===== config.mk =====
export PLATFORM = sky130hd
export DESIGN_NAME = debug_trap_ctrl
export DESIGN_NICKNAME = d
export VERILOG_FILES = /design/src/rtl/debug_trap_ctrl_pkg.sv /design/src/rtl/debug_trap_ctrl_enable_decode.sv /design/src/rtl/debug_trap_ctrl.sv
export SDC_FILE = /design/constraint.sdc
export NUM_CORES = 1
export LEC_CHECK = 0
export CORE_MARGIN = 2
export CORE_UTILIZATION = 31
export CTS_CLUSTER_SIZE = 28
export DETAILED_ROUTE_END_ITERATION = 8
export PLACE_DENSITY = 0.88
export SLEW_MARGIN = 20
export SYNTH_ARGS = -nofsm -noshare
export SYNTH_HDL_FRONTEND = slang
export SYNTH_SLANG_ARGS = --single-unit

===== constraint.sdc =====
create_clock -name clk -period 2.1 [get_ports clk]
set_clock_uncertainty 0.2 [all_clocks]
set_input_delay 0.315 -clock clk [delete_from_list [all_inputs] [get_ports clk]]
set_output_delay 0.315 -clock clk [all_outputs]
set_load 0.005 [all_outputs]

===== src/rtl/debug_trap_ctrl_pkg.sv =====
// Shared definitions for the #DB trap controller: FSM encoding and DR6/DR7 bit positions.
// Optional GD (general-detect) support is enabled by defining AO486_DEBUG_GD_EN.
package debug_trap_ctrl_pkg;

  typedef enum logic [1:0] {
    ST_RUN       = 2'd0,
    ST_TRAP_REQ  = 2'd1,
    ST_FAULT_REQ = 2'd2
  } dbg_state_t;

  // DR7 fields: L_i/G_i pairs start at bit 0, general-detect at bit 13
  localparam int DR7_LG_BASE = 0;
  localparam int DR7_GD      = 13;

  // DR6 fields
  localparam int DR6_B0 = 0;
  localparam int DR6_BD = 13;
  localparam int DR6_BS = 14;

endpackage


===== src/rtl/debug_trap_ctrl_enable_decode.sv =====
// Combinational DR7 L/G decode: a breakpoint is enabled when either its local or global bit is set.
module debug_bp_enable_decode
  import debug_trap_ctrl_pkg::*;
#(
  parameter int NUM_BP = 4
) (
  input  logic [2*NUM_BP-1:0] dr7_lg,
  output logic [NUM_BP-1:0]   en
);

  genvar gi;
  generate
    for (gi = 0; gi < NUM_BP; gi++) begin : g_en
      assign en[gi] = dr7_lg[DR7_LG_BASE + 2*gi] | dr7_lg[DR7_LG_BASE + 2*gi + 1];
    end
  endgenerate

endmodule


===== src/rtl/debug_trap_ctrl.sv =====
// Debug exception (#DB) sequencer: accumulates breakpoint hits, qualifies them against DR7 and
// single-step, and issues the #DB request plus DR6 update. AO486_DEBUG_GD_EN adds GD faults and gd_clr.
module debug_trap_ctrl
  import debug_trap_ctrl_pkg::*;
#(
  parameter int NUM_BP = 4
) (
  input  logic              clk,
  input  logic              rst,
  input  logic [31:0]       dr7,
  input  logic [NUM_BP-1:0] rd_debug_read,
  input  logic              rd_ready,
  input  logic [NUM_BP-1:0] wr_debug_write,
  input  logic              wr_valid,
  input  logic [NUM_BP-1:0] exe_debug_exec,
  input  logic              exe_start,
  input  logic              eflags_rf,
  input  logic              eflags_tf,
  input  logic              instr_done,
  input  logic              flush,
  input  logic              exc_ack,
  input  logic              mov_dr_access,
  output logic              debug_exc_req,
  output logic              debug_exc_fault,
  output logic              dr6_wr,
  output logic [NUM_BP-1:0] dr6_b,
  output logic              dr6_bs,
  output logic              dr6_bd,
`ifdef AO486_DEBUG_GD_EN
  output logic              gd_clr,
`endif
  output logic              busy
);

  dbg_state_t        state_reg, state_next;
  logic [NUM_BP-1:0] pend_reg, pend_next;
  logic              tf_l_reg, tf_l_next;
  logic              dr6_wr_reg, dr6_wr_next;
  logic [NUM_BP-1:0] dr6_b_reg, dr6_b_next;
  logic              dr6_bs_reg, dr6_bs_next;
  logic              dr6_bd_reg, dr6_bd_next;

  logic [NUM_BP-1:0] en;
  logic [NUM_BP-1:0] new_hits;
  logic [NUM_BP-1:0] acc_hits;
  logic [NUM_BP-1:0] code_hits;
  logic              trap_go;
  logic              fault_go;
  logic              gd_go;

  debug_bp_enable_decode #(
    .NUM_BP (NUM_BP)
  ) u_en_decode (
    .dr7_lg (dr7[2*NUM_BP-1:0]),
    .en     (en)
  );

  // Raw hits are accumulated; the enable mask only gates the decision.
  assign new_hits  = rd_debug_read | (wr_valid ? wr_debug_write : '0);
  assign acc_hits  = pend_reg | new_hits;
  assign code_hits = exe_debug_exec & en;
  assign trap_go   = instr_done && (((acc_hits & en) != '0) || tf_l_reg);
  assign fault_go  = exe_start && (code_hits != '0) && !eflags_rf;

`ifdef AO486_DEBUG_GD_EN
  logic unused_bits;
  assign gd_go       = mov_dr_access & dr7[DR7_GD];
  assign dr6_bd      = dr6_bd_reg;
  assign gd_clr      = dr6_wr_reg & dr6_bd_reg;
  assign unused_bits = ^{dr7[31:2*NUM_BP], rd_ready};
`else
  logic unused_bits;
  assign gd_go       = 1'b0;
  assign dr6_bd      = 1'b0;
  assign unused_bits = ^{dr7[31:2*NUM_BP], rd_ready, mov_dr_access, dr6_bd_reg};
`endif

  // State register
  always_ff @(posedge clk or posedge rst) begin
    if (rst) begin
      state_reg  <= ST_RUN;
      pend_reg   <= '0;
      tf_l_reg   <= 1'b0;
      dr6_wr_reg <= 1'b0;
      dr6_b_reg  <= '0;
      dr6_bs_reg <= 1'b0;
      dr6_bd_reg <= 1'b0;
    end else begin
      state_reg  <= state_next;
      pend_reg   <= pend_next;
      tf_l_reg   <= tf_l_next;
      dr6_wr_reg <= dr6_wr_next;
      dr6_b_reg  <= dr6_b_next;
      dr6_bs_reg <= dr6_bs_next;
      dr6_bd_reg <= dr6_bd_next;
    end
  end

  // Next-state logic; priority: flush, trap on retire, GD fault, code fault
  always_comb begin
    state_next  = state_reg;
    pend_next   = pend_reg;
    tf_l_next   = tf_l_reg;
    dr6_wr_next = 1'b0;
    dr6_b_next  = dr6_b_reg;
    dr6_bs_next = dr6_bs_reg;
    dr6_bd_next = dr6_bd_reg;

    if (flush) begin
      state_next = ST_RUN;
      pend_next  = '0;
      tf_l_next  = 1'b0;
    end else begin
      case (state_reg)
        ST_RUN: begin
          pend_next = acc_hits;
          if (exe_start) tf_l_next = eflags_tf;
          if (trap_go) begin
            state_next  = ST_TRAP_REQ;
            dr6_wr_next = 1'b1;
            dr6_b_next  = acc_hits;
            dr6_bs_next = tf_l_reg;
            dr6_bd_next = 1'b0;
          end else if (gd_go) begin
            state_next  = ST_FAULT_REQ;
            dr6_wr_next = 1'b1;
            dr6_b_next  = '0;
            dr6_bs_next = 1'b0;
            dr6_bd_next = 1'b1;
          end else if (fault_go) begin
            state_next  = ST_FAULT_REQ;
            dr6_wr_next = 1'b1;
            dr6_b_next  = code_hits;
            dr6_bs_next = 1'b0;
            dr6_bd_next = 1'b0;
          end else if (instr_done) begin
            // Retired cleanly: drop its hits; a same-cycle new instruction still latches TF
            pend_next = '0;
            tf_l_next = exe_start ? eflags_tf : 1'b0;
          end
        end
        ST_TRAP_REQ, ST_FAULT_REQ: begin
          if (exc_ack) begin
            state_next = ST_RUN;
            pend_next  = '0;
            tf_l_next  = 1'b0;
          end
        end
        default: begin
          state_next = ST_RUN;
          pend_next  = '0;
          tf_l_next  = 1'b0;
        end
      endcase
    end
  end

  // Output decode
  always_comb begin
    debug_exc_req   = (state_reg != ST_RUN);
    debug_exc_fault = (state_reg == ST_FAULT_REQ);
    busy            = (state_reg != ST_RUN);
    dr6_wr          = dr6_wr_reg;
    dr6_b           = dr6_b_reg;
    dr6_bs          = dr6_bs_reg;
  end

endmodule

; Yosys cells after proc, flatten, opt, wreduce, memory -nomap -nowiden
; Cells that the tools add are included.
[totals]
reg_bits = 13
latchBits = 0
ramBits = 0
rom_bits = 0
input_bits = 55
out_inout_bits = 10
mem_count = 0
[classes]
addsub = 0
multipliers = 0
n_div = 0
magnitude_cmp = 0
eq_ne = 4
n_shift = 0
mux = 28
bitwise = 9
n_reduce_logical = 13
[ops]
columns = cell, n
row1 = 4-bit 2-to-1 mux, 8
row2 = 1-bit 2-to-1 mux, 13
row3 = 4-bit bitwise AND, 2
row4 = 2-bit 2-to-1 mux, 4
row5 = 4-bit OR, 2
row6 = 4-bit one-hot mux with 2 select lines, 1
row7 = 4-bit nonzero test, 2
row8 = "4-bit inequality test, second input constant", 1
row9 = 1-bit OR, 4
row10 = 2-bit one-hot mux with 2 select lines, 1
row11 = 2-bit nonzero test, 2
row12 = 1-bit logical AND, 3
row13 = "3-bit inequality test, second input constant", 1
row14 = 3-bit AND reduction, 1
row15 = "2-bit by 1-bit == test with 1-bit output, second input constant", 1
row16 = "2-bit == test, second input constant", 1
row17 = 2-bit zero test, 1
row18 = 1-bit one-hot mux with 2 select lines, 1
row19 = 2-bit AND reduction, 1
row20 = 2-bit OR reduction, 1
row21 = 1-bit zero test, 1
row22 = 1-bit logical OR, 1
row23 = 1-bit inverter, 1

; Logic depth before layout (Yosys ltp)
; Gate-level depths: netlist of run 1.
[logic_depth]
ltp_word = 10
ltp_mapped = 8

; Modules after synthesis
; Synthesis of run 1 repeated with hierarchy kept, for this count alone.
[unflattened]
hier_cells = 88
area_unflattened_um2 = 827.0
[modules_own_cells]
columns = module, instances, cells_per_inst, area_each_um2, seq_area_each_um2
row1 = debug_trap_ctrl, 1, 84, 802.0, 325.3
row2 = debug_bp_enable_decode, 1, 4, 25.0, 0.0

; Least setup slack after synthesis of run 1
; Ideal clock, no wire load.
[synth_path]
path_kind = register to register
from = register state_reg[0]
to = register dr6_b_reg[0], in the netlist dr6_b[0]
setup_ns = 0.126
arrival_ns = 1.628
setup_slack_ns = 0.146
stages_incl_launch_ff = 8
path_buffers = 0
synth_period_minus_slack_ns = 1.954
path_cell_list = dfrtp_1 -> inv_1 -> ha_1 -> inv_1 -> or3_1 -> a21oi_2 -> a21oi_2 -> a221o_1
[synth_via]
elab_chain_len = 2
[synth_lines]
columns = element, line
row1 = "start, declared", debug_trap_ctrl.sv:35  ; dbg_state_t state_reg, state_next;
row2 = "start signal, assigned", debug_trap_ctrl.sv:89  ; state_reg <= state_next;
row3 = 2-bit zero test, n/a
row4 = 3-bit AND reduction (no line), n/a
row5 = "end signal, assigned", debug_trap_ctrl.sv:93  ; dr6_b_reg <= dr6_b_next;
row6 = "end, declared", debug_trap_ctrl.sv:39  ; logic [NUM_BP-1:0] dr6_b_reg, dr6_b_next;
; No other way between the ends.
; A chain may end at the register's enable or synchronous reset.

; Final worst setup path of run 1
[layout_path]
from = input port dr7[3]
to = register state_reg[1]
[layout_via]
elab_chain_len = 8
word_cells_on_any_way = 14
classes_between = 1 x eq/ne / 3 x mux / 3 x bitwise / 7 x reduce/logical
[layout_lines]
columns = element, line
row1 = "start, declared", debug_trap_ctrl.sv:10  ; input logic [31:0] dr7,
row2 = 1-bit OR (*), debug_trap_ctrl_enable_decode.sv:14  ; assign en[gi] = dr7_lg[DR7_LG_BASE + 2*gi] | dr7_lg[DR7_LG_BASE + 2*gi + 1];
row3 = 4-bit bitwise AND, debug_trap_ctrl.sv:62  ; assign trap_go = instr_done && (((acc_hits & en) != '0) || tf_l_reg);
row4 = 4-bit nonzero test, debug_trap_ctrl.sv:62
row5 = 1-bit logical OR, debug_trap_ctrl.sv:62
row6 = 1-bit logical AND, debug_trap_ctrl.sv:62
row7 = 2-bit 2-to-1 mux, debug_trap_ctrl.sv:118  ; if (trap_go) begin
row8 = 2-bit one-hot mux with 2 select lines, debug_trap_ctrl.sv:114  ; case (state_reg)
row9 = 2-bit 2-to-1 mux, debug_trap_ctrl.sv:109  ; if (flush) begin
; Mark *: on every way between the ends. The rest lies on a longest branch, timed or not.

==> impl_results.html, run 1 <==
<table>
<tr><th>Metric</th><th>Value</th></tr>
<tr><th colspan="2">Placed design</th></tr>
<tr><td>Placed wire-length estimate</td><td>1840 um</td></tr>
<tr><td>Cell area reported after detailed placement</td><td>1260 um2</td></tr>
<tr><td>DP Cell Count</td><td>158</td></tr>
<tr><td>Routability Congestion</td><td>0.833</td></tr>
<tr><td>Port bufs</td><td>37</td></tr>
<tr><th colspan="2">Power and ir drop</th></tr>
<tr><td>Leakage power total</td><td>0.588 nW</td></tr>
<tr><td>Power per standard cell area</td><td>595 nW/um2</td></tr>
<tr><td>Design Power</td><td>788 uW</td></tr>
<tr><td>Worst ir drop on vdd</td><td>0.268 mV</td></tr>
<tr><th colspan="2">Die</th></tr>
<tr><td>Horizontal die dimension</td><td>53.8 um</td></tr>
<tr><td>Die area</td><td>2900 um2</td></tr>
<tr><td>Placement row count</td><td>18</td></tr>
<tr><td>Height of the die</td><td>53.8 um</td></tr>
<tr><td>Initial Util</td><td>31.9%</td></tr>
<tr><td>CORE AREA</td><td>2410 um2</td></tr>
<tr><td>Top Ports</td><td>65</td></tr>
<tr><th colspan="2">Global routing</th></tr>
<tr><td>Global-route usage over all layers</td><td>16.5%</td></tr>
<tr><td>Vias in the first global route</td><td>829</td></tr>
<tr><td>Maximum number of pins on one net before global-route repair</td><td>14</td></tr>
<tr><td>First-pass GRT wire length</td><td>3470 um</td></tr>
<tr><td>Antenna violations before repair</td><td>0</td></tr>
<tr><td>Total overflow reported by the global router</td><td>0</td></tr>
<tr><th colspan="2">STA</th></tr>
<tr><td>FMAX</td><td>0.496 GHz</td></tr>
<tr><td>Final Hold Slack</td><td>0.149 ns</td></tr>
<tr><td>Final count of pins violating max slew</td><td>0</td></tr>
<tr><td>Final setup violation count</td><td>0</td></tr>
<tr><td>Total negative setup slack</td><td>0 ns</td></tr>
<tr><td>Final hold violation count</td><td>0</td></tr>
<tr><td>Setup repair after global routing missed its margin</td><td>no</td></tr>
<tr><td>Shortest clock period the worst path allows after layout</td><td>2.02 ns</td></tr>
<tr><td>Fin crit share</td><td>96.0%</td></tr>
<tr><th colspan="2">Setup path</th></tr>
<tr><td>Critical R2R Capture</td><td>dr6_b[1]</td></tr>
<tr><td>CP startpoint</td><td>dr7[3]</td></tr>
<tr><td>Critical Path RT</td><td>2.11 ns</td></tr>
<tr><td>Reg2reg path depth</td><td>7</td></tr>
<tr><td>Arrival time at the worst endpoint</td><td>2.03 ns</td></tr>
<tr><td>Reg-to-Reg Start</td><td>state_reg[0]</td></tr>
<tr><td>Type of origin of the critical path</td><td>primary input</td></tr>
<tr><td>Category of the worst setup path capture point</td><td>register</td></tr>
<tr><td>Flop-to-flop setup slack</td><td>0.10 ns</td></tr>
<tr><td>CP Max Fanout</td><td>3</td></tr>
<tr><td>Crit Path Class</td><td>primary input to register</td></tr>
<tr><th colspan="2">Cells and area</th></tr>
<tr><td>Net count reported at finish</td><td>191</td></tr>
<tr><td>Final std cell area, no fill</td><td>1320 um2</td></tr>
<tr><td>Most frequent cells in the layout</td><td>sky130_fd_sc_hd__clkdlybuf4s50_1, sky130_fd_sc_hd__buf_4, sky130_fd_sc_hd__dfrtp_1, sky130_fd_sc_hd__a21oi_1, sky130_fd_sc_hd__inv_1</td></tr>
<tr><td>Number of inserted diodes</td><td>0</td></tr>
<tr><td>Leading cell type in the layout, fill and taps excluded</td><td>sky130_fd_sc_hd__clkdlybuf4s50_1</td></tr>
<tr><td>Finished Layout Cells</td><td>163</td></tr>
<tr><td>Fraction of layout instances using a drive strength above 1</td><td>20.3%</td></tr>
<tr><td>Synthesis-to-finish area growth</td><td>72.0%</td></tr>
<tr><th colspan="2">Route</th></tr>
<tr><td>DR pass1 iterations</td><td>4</td></tr>
<tr><td>Final routed DRC violation total</td><td>0</td></tr>
<tr><td>Remaining antenna violation count</td><td>0</td></tr>
<tr><td>DRC marker count from the first detailed-route iteration</td><td>33</td></tr>
<tr><td>Average wire length per cell after detail routing</td><td>14.3 um</td></tr>
<tr><td>Final Routed Wirelength</td><td>2330 um</td></tr>
<tr><td>Detailed-route vias per instance</td><td>5.38</td></tr>
<tr><td>Routed via count</td><td>877</td></tr>
<tr><th colspan="2">Status</th></tr>
<tr><td>Result of the run</td><td>finished clean</td></tr>
<tr><th colspan="2">Synthesis</th></tr>
<tr><td>Sequential-to-total area share from yosys stat</td><td>42.3%</td></tr>
<tr><td>Ys Warns</td><td>0</td></tr>
<tr><td>Post-synth cell types</td><td>27</td></tr>
<tr><td>Flip-flop and latch count after synthesis</td><td>13</td></tr>
<tr><td>Library cell with the largest summed area after synthesis</td><td>sky130_fd_sc_hd__dfrtp_1</td></tr>
<tr><td>Synthesized net count</td><td>138</td></tr>
<tr><td>Post-synthesis instance area</td><td>769 um2</td></tr>
<tr><td>Area share of the largest cell type after synthesis</td><td>42.3%</td></tr>
<tr><td>Largest cells by area after synthesis</td><td>sky130_fd_sc_hd__dfrtp_1, sky130_fd_sc_hd__a21oi_1, sky130_fd_sc_hd__a221o_1</td></tr>
<tr><td>Syn avg cell area</td><td>9.50 um2</td></tr>
<tr><td>Post-synthesis instance total</td><td>81</td></tr>
<tr><th colspan="2">Clocking</th></tr>
<tr><td>Clock slew at reported path FFs</td><td>0.09 ns</td></tr>
<tr><td>Depth of the CTS H-tree</td><td>1</td></tr>
<tr><td>Worst-Skew Late Latency</td><td>0.28 ns</td></tr>
<tr><td>Library cell used as clock root buffer</td><td>sky130_fd_sc_hd__clkbuf_4</td></tr>
<tr><td>Clock tree from TritonCTS</td><td>built</td></tr>
<tr><td>Hold buffers post-CTS</td><td>0</td></tr>
<tr><td>Number of buffers created by CTS</td><td>3</td></tr>
<tr><td># clock sinks</td><td>13</td></tr>
<tr><td>Maximum count of clock buffers along a single path</td><td>2</td></tr>
<tr><th colspan="2">Hold path</th></tr>
<tr><td>Min-delay worst type</td><td>primary input to asynchronous set/reset pin</td></tr>
<tr><th colspan="2">Job</th></tr>
<tr><td>Max Cap Viol</td><td>0</td></tr>
</table>
-- report_power, final --
group | internal [mW] | leakage (nW) | switching [mW]
Sequential | 0.293 | 0.167 | 0.0287
Clock | 0.0706 | 0.0177 | 0.0867
Combinational | 0.191 | 0.403 | 0.119
Total | 0.554 | 0.588 | 0.234
-- metrics by stage --
stage	setup WS (ns)	util, %
finish	0.0842	54.9
floorplan	0.146	-
detailed placement	-0.340	52.1
CTS	0.0123	53.6
global route	0.0133	54.9
global placement	-0.304	52.1
-- routing by layer --
metal | vias up | part of all wire (%) | global-route usage, %
met5 | - | 0 | 0
met4 | 0 | 2.2 | 5.56
met3 | 6 | 7.7 | 3.06
met2 | 44 | 52 | 29.5
met1 | 416 | 38 | 19.7
li1 | 411 | - | -
-- synth_stat cells --
master,n
sky130_fd_sc_hd__o21ai_0,6
sky130_fd_sc_hd__nor2_1,2
sky130_fd_sc_hd__or2_2,4
sky130_fd_sc_hd__nand4_1,3
sky130_fd_sc_hd__or3_1,1
sky130_fd_sc_hd__a221o_1,4
sky130_fd_sc_hd__nand2b_1,2
sky130_fd_sc_hd__a211o_1,4
sky130_fd_sc_hd__a221oi_2,1
sky130_fd_sc_hd__o31a_1,1
sky130_fd_sc_hd__a22oi_1,1
sky130_fd_sc_hd__nor3_1,1
sky130_fd_sc_hd__dfrtp_1,13
sky130_fd_sc_hd__inv_1,7
sky130_fd_sc_hd__a2bb2o_1,1
sky130_fd_sc_hd__a41oi_1,1
sky130_fd_sc_hd__nand2_2,1
sky130_fd_sc_hd__nand2_1,3
sky130_fd_sc_hd__a311o_1,1
sky130_fd_sc_hd__buf_4,2
sky130_fd_sc_hd__a21oi_2,2
sky130_fd_sc_hd__clkbuf_1,1
sky130_fd_sc_hd__ha_1,2
sky130_fd_sc_hd__a22o_1,4
sky130_fd_sc_hd__conb_1,1
sky130_fd_sc_hd__a21oi_1,8
sky130_fd_sc_hd__nand3_1,4
-- critical path: stages --
cell	delay, ns
sky130_fd_sc_hd__clkdlybuf4s50_1	0.43
sky130_fd_sc_hd__or2_4	0.28
sky130_fd_sc_hd__a221oi_4	0.30
sky130_fd_sc_hd__nand2_2	0.09
sky130_fd_sc_hd__buf_4	0.15
sky130_fd_sc_hd__a311o_1	0.35
sky130_fd_sc_hd__a21oi_1	0.11
-- logic make-up after synthesis --
logic type | count (synthesis) | synth area share, %
AOI/OAI and AO/OA | 34 | 33.5
and+or+nand+nor | 21 | 14.6
DFF | 13 | 42.3
buffers and inverters | 10 | 5.85
adders and majority gates | 2 | 3.25
other | 1 | 0.487
-- how the worst max path moves through the flow --
stage	to	slack, ns
final	state_reg[1]	0.08
after detailed placement	pend_reg[1]	-0.34
after global placement	pend_reg[1]	-0.30
after global routing	state_reg[1]	0.01
after floorplan	dr6_b[0]	0.15
after CTS	pend_reg[1]	0.01
-- cell type report --
| cell class | count | area [um2] |
|---|---|---|
| clock buffers | 3 | 22.5 |
| flip-flops and latches | 13 | 325 |
| multi-input cells | 58 | 435 |
| repair buffers | 51 | 472 |
| well taps | 30 | 37.5 |
| inverters | 7 | 26.3 |
| clock inverters | 1 | 5.00 |
| fillers | 212 | 1090 |
-- timing repair --
item                                    CTS  global route
endpoints found under the setup margin    8             9
gates resized for setup                   5             4
cloned                                    0             0
pin swaps                                 4             3
endpoints found under the hold margin     0             0
setup buffers                             1             0
(Power assumes the default switching activity.)
==> run 2: changes to the inputs <==
Settings changed: PLACE_DENSITY 0.88 to unset, PLACE_DENSITY_LB_ADDON set to 0.15.
Clock period 2.1 ns to 2.2 ns, I/O delays scaled along.
==> run 2 against run 1 <==
Against the previous run:
- routed wire length down 16%
- combinational power down 10%
- register-to-register slack better by 0.06 ns
- critical path type unchanged
==> impl_results.html, run 2 (synthesis results as in run 1) <==
<table>
<tr><th>Metric</th><th>Value</th></tr>
<tr><th colspan="2">Setup path</th></tr>
<tr><td>Number of buffers and inverters on the critical path</td><td>1 (-1)</td></tr>
<tr><td>Category of the worst setup path capture point</td><td>register</td></tr>
<tr><td>Arrival time at the worst endpoint</td><td>2.08 ns (+0.05 ns)</td></tr>
<tr><td>Crit Path Class</td><td>primary input to register</td></tr>
<tr><td>Critical Path RT</td><td>2.17 ns (+0.06 ns)</td></tr>
<tr><td>CP Max Fanout</td><td>4 (+1)</td></tr>
<tr><td>Crit-path max cell delay</td><td>0.41 ns (-0.02 ns)</td></tr>
<tr><td>Max stage delay cell, worst path</td><td>sky130_fd_sc_hd__clkdlybuf4s50_1</td></tr>
<tr><td>Series of cell instances along the critical path</td><td>clkdlybuf4s50_1 -&gt; or2_2 -&gt; a221oi_4 -&gt; nand2_2 -&gt; o31a_1 -&gt; a22o_1</td></tr>
<tr><td>Dominant delay contributor by cell family on the critical path</td><td>compound AO/OA/AOI/OAI gates</td></tr>
<tr><td>Type of origin of the critical path</td><td>primary input</td></tr>
<tr><th colspan="2">Cells and area</th></tr>
<tr><td>Synthesis-to-finish area growth</td><td>68.5%</td></tr>
<tr><td>Number of inserted diodes</td><td>0 (unchanged)</td></tr>
<tr><td>Final std cell area, no fill</td><td>1300 um2 (-2.1%)</td></tr>
<tr><td>Net count reported at finish</td><td>189 (-1.0%)</td></tr>
<tr><td>Leading cell type in the layout, fill and taps excluded</td><td>sky130_fd_sc_hd__clkdlybuf4s50_1</td></tr>
<tr><td>Most frequent cells in the layout</td><td>sky130_fd_sc_hd__clkdlybuf4s50_1, sky130_fd_sc_hd__dfrtp_1, sky130_fd_sc_hd__buf_4, sky130_fd_sc_hd__a21oi_1, sky130_fd_sc_hd__inv_1</td></tr>
<tr><td>Fraction of layout instances using a drive strength above 1</td><td>17.6% (-2.7 points)</td></tr>
<tr><th colspan="2">Die</th></tr>
<tr><td>Initial Util</td><td>31.9% (unchanged)</td></tr>
<tr><td>Die area</td><td>2900 um2 (unchanged)</td></tr>
<tr><td>Placement row count</td><td>18 (unchanged)</td></tr>
<tr><td>CORE AREA</td><td>2410 um2 (unchanged)</td></tr>
<tr><td>Top Ports</td><td>65 (unchanged)</td></tr>
<tr><td>Horizontal die dimension</td><td>53.8 um (unchanged)</td></tr>
<tr><td>Height of the die</td><td>53.8 um (unchanged)</td></tr>
<tr><th colspan="2">Hold path</th></tr>
<tr><td>Min-delay worst type</td><td>primary input to asynchronous set/reset pin</td></tr>
<tr><th colspan="2">Route</th></tr>
<tr><td>Average wire length per cell after detail routing</td><td>12.1 um (-15%)</td></tr>
<tr><td>Remaining antenna violation count</td><td>0 (unchanged)</td></tr>
<tr><td>Final Routed Wirelength</td><td>1950 um (-16%)</td></tr>
<tr><td>Routed via count</td><td>812 (-7.4%)</td></tr>
<tr><td>Final routed DRC violation total</td><td>0 (unchanged)</td></tr>
<tr><td>DR pass1 iterations</td><td>4 (unchanged)</td></tr>
<tr><td>DRC marker count from the first detailed-route iteration</td><td>21 (-36%)</td></tr>
<tr><td>Detailed-route vias per instance</td><td>5.04 (-6.3%)</td></tr>
<tr><th colspan="2">Placed design</th></tr>
<tr><td>Routability Congestion</td><td>0.827 (-0.73%)</td></tr>
<tr><td>Cell area reported after detailed placement</td><td>1240 um2 (-1.2%)</td></tr>
<tr><td>Placement-stage worst setup slack</td><td>-0.248 ns (+0.0918 ns)</td></tr>
<tr><td>Port bufs</td><td>37 (unchanged)</td></tr>
<tr><td>Placed wire-length estimate</td><td>1650 um (-10%)</td></tr>
<tr><th colspan="2">STA</th></tr>
<tr><td>Shortest clock period the worst path allows after layout</td><td>2.11 ns</td></tr>
<tr><td>Final hold violation count</td><td>0 (unchanged)</td></tr>
<tr><td>FMAX</td><td>0.475 GHz</td></tr>
<tr><td>Total negative setup slack</td><td>0 ns (unchanged)</td></tr>
<tr><td>Post-layout worst setup margin</td><td>0.0945 ns (+0.0103 ns)</td></tr>
<tr><td>Final Hold Slack</td><td>0.162 ns (+0.0123 ns)</td></tr>
<tr><td>Final setup violation count</td><td>0 (unchanged)</td></tr>
<tr><td>Fin crit share</td><td>95.7%</td></tr>
<tr><td>Final count of pins violating max slew</td><td>0 (unchanged)</td></tr>
<tr><th colspan="2">Global routing</th></tr>
<tr><td>Total overflow reported by the global router</td><td>0 (unchanged)</td></tr>
<tr><td>Global-route usage over all layers</td><td>15.8% (-0.69 points)</td></tr>
<tr><td>Maximum number of pins on one net before global-route repair</td><td>14 (unchanged)</td></tr>
<tr><td>First-pass GRT wire length</td><td>3280 um (-5.4%)</td></tr>
<tr><td>Antenna violations before repair</td><td>0 (unchanged)</td></tr>
<tr><td>Vias in the first global route</td><td>781 (-5.8%)</td></tr>
<tr><th colspan="2">Power and ir drop</th></tr>
<tr><td>Clock group share of total power</td><td>20.1% (about the same)</td></tr>
<tr><td>Worst ir drop on vdd</td><td>0.284 mV (+5.9%)</td></tr>
<tr><td>NetSw</td><td>202 uW (-13%)</td></tr>
<tr><td>Leakage power total</td><td>0.600 nW (+2.0%)</td></tr>
<tr><td>Share of total power in sequential cells</td><td>41.9% (+1.1 points)</td></tr>
<tr><td>Proportion of total power due to net switching</td><td>27.8% (-1.9 points)</td></tr>
<tr><td>Combinational cell fraction of total power</td><td>38.0% (-1.2 points)</td></tr>
<tr><td>Power per standard cell area</td><td>562 nW/um2 (-5.6%)</td></tr>
<tr><td>Internal power consumption</td><td>526 uW (-5.1%)</td></tr>
<tr><th colspan="2">Clocking</th></tr>
<tr><td>Library cell used as clock root buffer</td><td>sky130_fd_sc_hd__clkbuf_4</td></tr>
<tr><td>Depth of the CTS H-tree</td><td>1 (unchanged)</td></tr>
<tr><td>Maximum count of clock buffers along a single path</td><td>2 (unchanged)</td></tr>
<tr><td>Clock tree from TritonCTS</td><td>built</td></tr>
<tr><td>Worst-Skew Late Latency</td><td>0.28 ns (about the same)</td></tr>
<tr><td>Clock slew at reported path FFs</td><td>0.07 ns (-0.02 ns)</td></tr>
<tr><td>Hold buffers post-CTS</td><td>0 (unchanged)</td></tr>
<tr><td>Number of buffers created by CTS</td><td>3 (unchanged)</td></tr>
<tr><td># clock sinks</td><td>13 (unchanged)</td></tr>
<tr><th colspan="2">Job</th></tr>
<tr><td>Max Cap Viol</td><td>0 (unchanged)</td></tr>
<tr><th colspan="2">Status</th></tr>
<tr><td>Result of the run</td><td>finished clean</td></tr>
</table>
[run 2: area by class of cell]
type / instances / area (um2)
Fill cell: 249 / 1110
Clock buffer: 4 / 26.3
Multi-Input combinational cell: 58 / 413
Sequential cell: 13 / 325
Timing Repair Buffer: 49 / 468
Inverter: 7 / 26.3
Tap cell: 30 / 37.5
[run 2: per-layer routing]
layer	share of wire, %	global-route usage [%]	vias to the layer above
met5	0	0	-
met4	2.3	7.69	0
li1	-	-	405
met3	8.8	1.94	5
met1	46	20.9	362
met2	43	25.4	40
[run 2: worst paths after layout]
path                                    from     endpoint  slack [ns]  cells after the start
worst min-delay path                     rst     dr6_b[1]        0.16                      2
worst max register to register  state_reg[0]     dr6_b[0]        0.16                      7
max in group asynchronous                rst     dr6_b[3]        1.33                      2
min in group clk                      dr6_bs       dr6_bs        0.31                      1
worst max-delay path                  dr7[7]  pend_reg[3]        0.09                      6
worst min register to register        dr6_bs       dr6_bs        0.31                      1
[run 2: repair_timing]
item	4_1_cts	5_1_grt
buffers inserted	0	1
gates resized for setup	0	5
endpoints found under the setup margin	0	11
[run 2: stage by stage]
step | instances | util, % | power (mW)
after floorplan | 81 | - | 0.422
after global placement | 156 | 51.5 | 0.582
after detailed placement | 156 | 51.5 | 0.585
after CTS | 160 | 52.6 | 0.730
after global routing | 161 | 53.8 | 0.773
final | 161 | 53.8 | 0.728
[run 2: power by group through the flow]
stage	clock network [mW]	logic [mW]	registers, mW
floorplan	0	0.116	0.305
global placement	0	0.273	0.308
detailed placement	0	0.277	0.308
CTS	0.148	0.277	0.304
global route	0.156	0.307	0.310
finish	0.146	0.277	0.305
==> run 3: changes to the inputs <==
Settings changed: CTS_BUF_LIST set to sky130_fd_sc_hd__clkbuf_8 sky130_fd_sc_hd__clkbuf_16.
==> run 3 against run 2 <==
Against the previous run:
- global-route usage rose by 0.12 points
- setup slack improved by 0.0099 ns
- largest cell class unchanged
- critical endpoint is now pend_reg[2]
- sequential cell count unchanged
- routed wire length increased by 0.82%
- maximum frequency grew 0.47%
- die area is the same
==> impl_results.html, run 3 (synthesis results as in run 1) <==
<table>
<tr><th>Metric</th><th>Value</th></tr>
<tr><th colspan="2">Cells and area</th></tr>
<tr><td>Leading cell type in the layout, fill and taps excluded</td><td>sky130_fd_sc_hd__clkdlybuf4s50_1</td></tr>
<tr><td>Number of inserted diodes</td><td>0 (unchanged)</td></tr>
<tr><td>Fraction of the core area covered by cells at the end of the flow</td><td>54.9% (+1.1 points)</td></tr>
<tr><td>Synthesis-to-finish area growth</td><td>71.9%</td></tr>
<tr><td>Finished Layout Cells</td><td>161 (unchanged)</td></tr>
<tr><td>Filler cell count</td><td>239 (-4.0%)</td></tr>
<tr><td>Fraction of layout instances using a drive strength above 1</td><td>18.3% (+0.76 points)</td></tr>
<tr><td>Final std cell area, no fill</td><td>1320 um2 (+2.0%)</td></tr>
<tr><td>Most frequent cells in the layout</td><td>sky130_fd_sc_hd__clkdlybuf4s50_1, sky130_fd_sc_hd__dfrtp_1, sky130_fd_sc_hd__buf_4, sky130_fd_sc_hd__inv_1, sky130_fd_sc_hd__a21oi_1</td></tr>
<tr><td>Net count reported at finish</td><td>189 (unchanged)</td></tr>
<tr><th colspan="2">STA</th></tr>
<tr><td>Final count of pins violating max slew</td><td>0 (unchanged)</td></tr>
<tr><td>Fin crit share</td><td>95.3% (-0.45 points)</td></tr>
<tr><td>Final hold violation count</td><td>0 (unchanged)</td></tr>
<tr><td>Setup repair after global routing missed its margin</td><td>no</td></tr>
<tr><td>FMAX</td><td>0.477 GHz (+0.47%)</td></tr>
<tr><td>Final setup violation count</td><td>0 (unchanged)</td></tr>
<tr><td>Shortest clock period the worst path allows after layout</td><td>2.10 ns (-0.00985 ns)</td></tr>
<tr><th colspan="2">Setup path</th></tr>
<tr><td>CP Max Fanout</td><td>4 (unchanged)</td></tr>
<tr><td>Flop-to-flop setup slack</td><td>0.15 ns (about the same)</td></tr>
<tr><td>Arrival time at the worst endpoint</td><td>2.02 ns (-0.06 ns)</td></tr>
<tr><td>Category of the worst setup path capture point</td><td>register</td></tr>
<tr><td>Crit-path max cell delay</td><td>0.40 ns (about the same)</td></tr>
<tr><td>Max stage delay cell, worst path</td><td>sky130_fd_sc_hd__clkdlybuf4s50_1</td></tr>
<tr><td>Reg2reg path depth</td><td>7 (unchanged)</td></tr>
<tr><td>Series of cell instances along the critical path</td><td>clkdlybuf4s50_1 -&gt; a211o_1 -&gt; a221oi_4 -&gt; nand2_2 -&gt; o31a_1 -&gt; a22o_1</td></tr>
<tr><td>Critical R2R Capture</td><td>dr6_b[0]</td></tr>
<tr><td>Type of origin of the critical path</td><td>primary input</td></tr>
<tr><td>Reg-to-Reg Start</td><td>state_reg[0]</td></tr>
<tr><td>Critical Path RT</td><td>2.13 ns (-0.04 ns)</td></tr>
<tr><td>Crit Path Class</td><td>primary input to register</td></tr>
<tr><th colspan="2">Placed design</th></tr>
<tr><td>Cell area reported after detailed placement</td><td>1240 um2 (unchanged)</td></tr>
<tr><td>Placed wire-length estimate</td><td>1650 um (unchanged)</td></tr>
<tr><td>Port bufs</td><td>37 (unchanged)</td></tr>
<tr><td>DP Cell Count</td><td>156 (unchanged)</td></tr>
<tr><td>Routability Congestion</td><td>0.827 (unchanged)</td></tr>
<tr><th colspan="2">Die</th></tr>
<tr><td>Height of the die</td><td>53.8 um (unchanged)</td></tr>
<tr><td>CORE AREA</td><td>2410 um2 (unchanged)</td></tr>
<tr><td>Top Ports</td><td>65 (unchanged)</td></tr>
<tr><td>Horizontal die dimension</td><td>53.8 um (unchanged)</td></tr>
<tr><td>Die area</td><td>2900 um2 (unchanged)</td></tr>
<tr><td>Initial Util</td><td>31.9% (unchanged)</td></tr>
<tr><td>Placement row count</td><td>18 (unchanged)</td></tr>
<tr><th colspan="2">Clocking</th></tr>
<tr><td>Depth of the CTS H-tree</td><td>1 (unchanged)</td></tr>
<tr><td>Library cell used as clock root buffer</td><td>sky130_fd_sc_hd__clkbuf_8</td></tr>
<tr><td># clock sinks</td><td>13 (unchanged)</td></tr>
<tr><td>Clock tree from TritonCTS</td><td>built</td></tr>
<tr><td>Number of buffers created by CTS</td><td>3 (unchanged)</td></tr>
<tr><td>Worst-Skew Late Latency</td><td>0.24 ns (-0.04 ns)</td></tr>
<tr><td>Maximum count of clock buffers along a single path</td><td>2 (unchanged)</td></tr>
<tr><td>Clock slew at reported path FFs</td><td>0.05 ns (-0.02 ns)</td></tr>
<tr><td>Hold buffers post-CTS</td><td>0 (unchanged)</td></tr>
<tr><th colspan="2">Route</th></tr>
<tr><td>Average wire length per cell after detail routing</td><td>12.2 um (+0.82%)</td></tr>
<tr><td>Routed via count</td><td>801 (-1.4%)</td></tr>
<tr><td>DRC marker count from the first detailed-route iteration</td><td>18 (-14%)</td></tr>
<tr><td>Remaining antenna violation count</td><td>0 (unchanged)</td></tr>
<tr><td>Final routed DRC violation total</td><td>0 (unchanged)</td></tr>
<tr><td>Final Routed Wirelength</td><td>1970 um (+0.82%)</td></tr>
<tr><td>DR pass1 iterations</td><td>4 (unchanged)</td></tr>
<tr><td>Detailed-route vias per instance</td><td>4.98 (-1.4%)</td></tr>
<tr><th colspan="2">Global routing</th></tr>
<tr><td>Met1 layer usage reported by global route</td><td>21.2% (+0.34 points)</td></tr>
<tr><td>First-pass GRT wire length</td><td>3320 um (+1.0%)</td></tr>
<tr><td>Global-route usage over all layers</td><td>15.9% (+0.12 points)</td></tr>
<tr><td>GRT met2 Usage</td><td>25.4% (unchanged)</td></tr>
<tr><td>Maximum number of pins on one net before global-route repair</td><td>14 (unchanged)</td></tr>
<tr><td>Total overflow reported by the global router</td><td>0 (unchanged)</td></tr>
<tr><td>Antenna violations before repair</td><td>0 (unchanged)</td></tr>
<tr><td>Vias in the first global route</td><td>791 (+1.3%)</td></tr>
<tr><td>Met3 routing resource usage after global routing</td><td>1.94% (unchanged)</td></tr>
<tr><td>Routing layer with the top usage in global route</td><td>met2</td></tr>
<tr><th colspan="2">Power and ir drop</th></tr>
<tr><td>Internal power consumption</td><td>582 uW (+11%)</td></tr>
<tr><td>Power per standard cell area</td><td>597 nW/um2 (+6.3%)</td></tr>
<tr><td>Share of total power in sequential cells</td><td>38.7% (-3.2 points)</td></tr>
<tr><td>Proportion of total power due to net switching</td><td>26.3% (-1.5 points)</td></tr>
<tr><td>Combinational cell fraction of total power</td><td>35.7% (-2.3 points)</td></tr>
<tr><td>Worst ir drop on vdd</td><td>0.281 mV (-0.98%)</td></tr>
<tr><td>Leakage power total</td><td>0.603 nW (+0.52%)</td></tr>
<tr><td>NetSw</td><td>208 uW (+2.7%)</td></tr>
<tr><td>Clock group share of total power</td><td>25.6% (+5.5 points)</td></tr>
<tr><th colspan="2">Hold path</th></tr>
<tr><td>Min-delay worst type</td><td>primary input to asynchronous set/reset pin</td></tr>
<tr><th colspan="2">Status</th></tr>
<tr><td>Result of the run</td><td>finished clean</td></tr>
<tr><th colspan="2">Job</th></tr>
<tr><td>Max Cap Viol</td><td>0 (unchanged)</td></tr>
</table>
[run 3: cell types whose count changed in the layout (fill, tap and decap cells not counted)]
cell | previous run | this run
sky130_fd_sc_hd__or2_4 | 1 | 2
sky130_fd_sc_hd__or2_2 | 3 | 2
sky130_fd_sc_hd__clkbuf_8 | 0 | 3
sky130_fd_sc_hd__inv_1 | 7 | 8
sky130_fd_sc_hd__a22oi_1 | 1 | 0
sky130_fd_sc_hd__clkbuf_4 | 3 | 0
sky130_fd_sc_hd__clkbuf_1 | 1 | 0
sky130_fd_sc_hd__a22oi_2 | 0 | 1
[run 3: worst max path at each step]
stage	start	end	slack [ns]	cells after the start
after floorplan	wr_debug_write[1]	pend_reg[0]	0.24	5
after detailed placement	wr_valid	pend_reg[2]	-0.25	6
after global routing	state_reg[0]	debug_exc_req	0.01	5
after global placement	wr_valid	pend_reg[0]	-0.26	6
after CTS	wr_valid	pend_reg[0]	0.01	6
final	rd_debug_read[3]	pend_reg[2]	0.10	6
[run 3: power by group through the flow]
stage          combinational [mW]  clock [mW]  sequential (mW)
6_report                    0.282       0.202            0.306
5_1_grt                     0.311       0.216            0.311
4_1_cts                     0.278       0.203            0.306
3_5_place_dp                0.277           0            0.308
3_3_place_gp                0.273           0            0.308
2_1_floorplan               0.116           0            0.305
[run 3: layout make-up]
type	count	area, um2	area share, %
repair buffers	49	468	35.4
multi-input cells	58	420	31.8
flip-flops and latches	13	325	24.6
clock buffers	3	41.3	3.12
well taps	30	37.5	2.84
inverters	7	26.3	1.99
clock inverters	1	3.75	0.284
[run 3: worst max-delay path, delay by kind of cell]
kind,cells,cell delay (ns)
AO/OA/AOI/OAI,4,1.19
buffers and inverters,1,0.40
AND/OR/NAND/NOR,1,0.10
[run 3: routing by layer]
metal	share of wire (%)	vias to the layer above
met5	0	-
met4	2.0	0
met1	48	354
met2	43	37
li1	-	406
met3	6.9	4
[run 3: metrics by stage]
step | worst slack [ns] | power (mW) | hold slack, ns | setup TNS (ns)
2_1_floorplan | 0.244 | 0.422 | 0.00696 | 0
3_3_place_gp | -0.265 | 0.582 | 0.286 | -2.41
3_5_place_dp | -0.248 | 0.585 | 0.286 | -2.29
4_1_cts | 0.0148 | 0.786 | 0.235 | 0
5_1_grt | 0.0120 | 0.837 | 0.285 | 0
6_report | 0.104 | 0.790 | 0.205 | 0
[run 3: repair_timing]
action	in CTS	in global routing
gates cloned	0	0
resized for setup	0	7
setup endpoints to repair	4	10
setup buffers	0	1
pin swaps	1	9
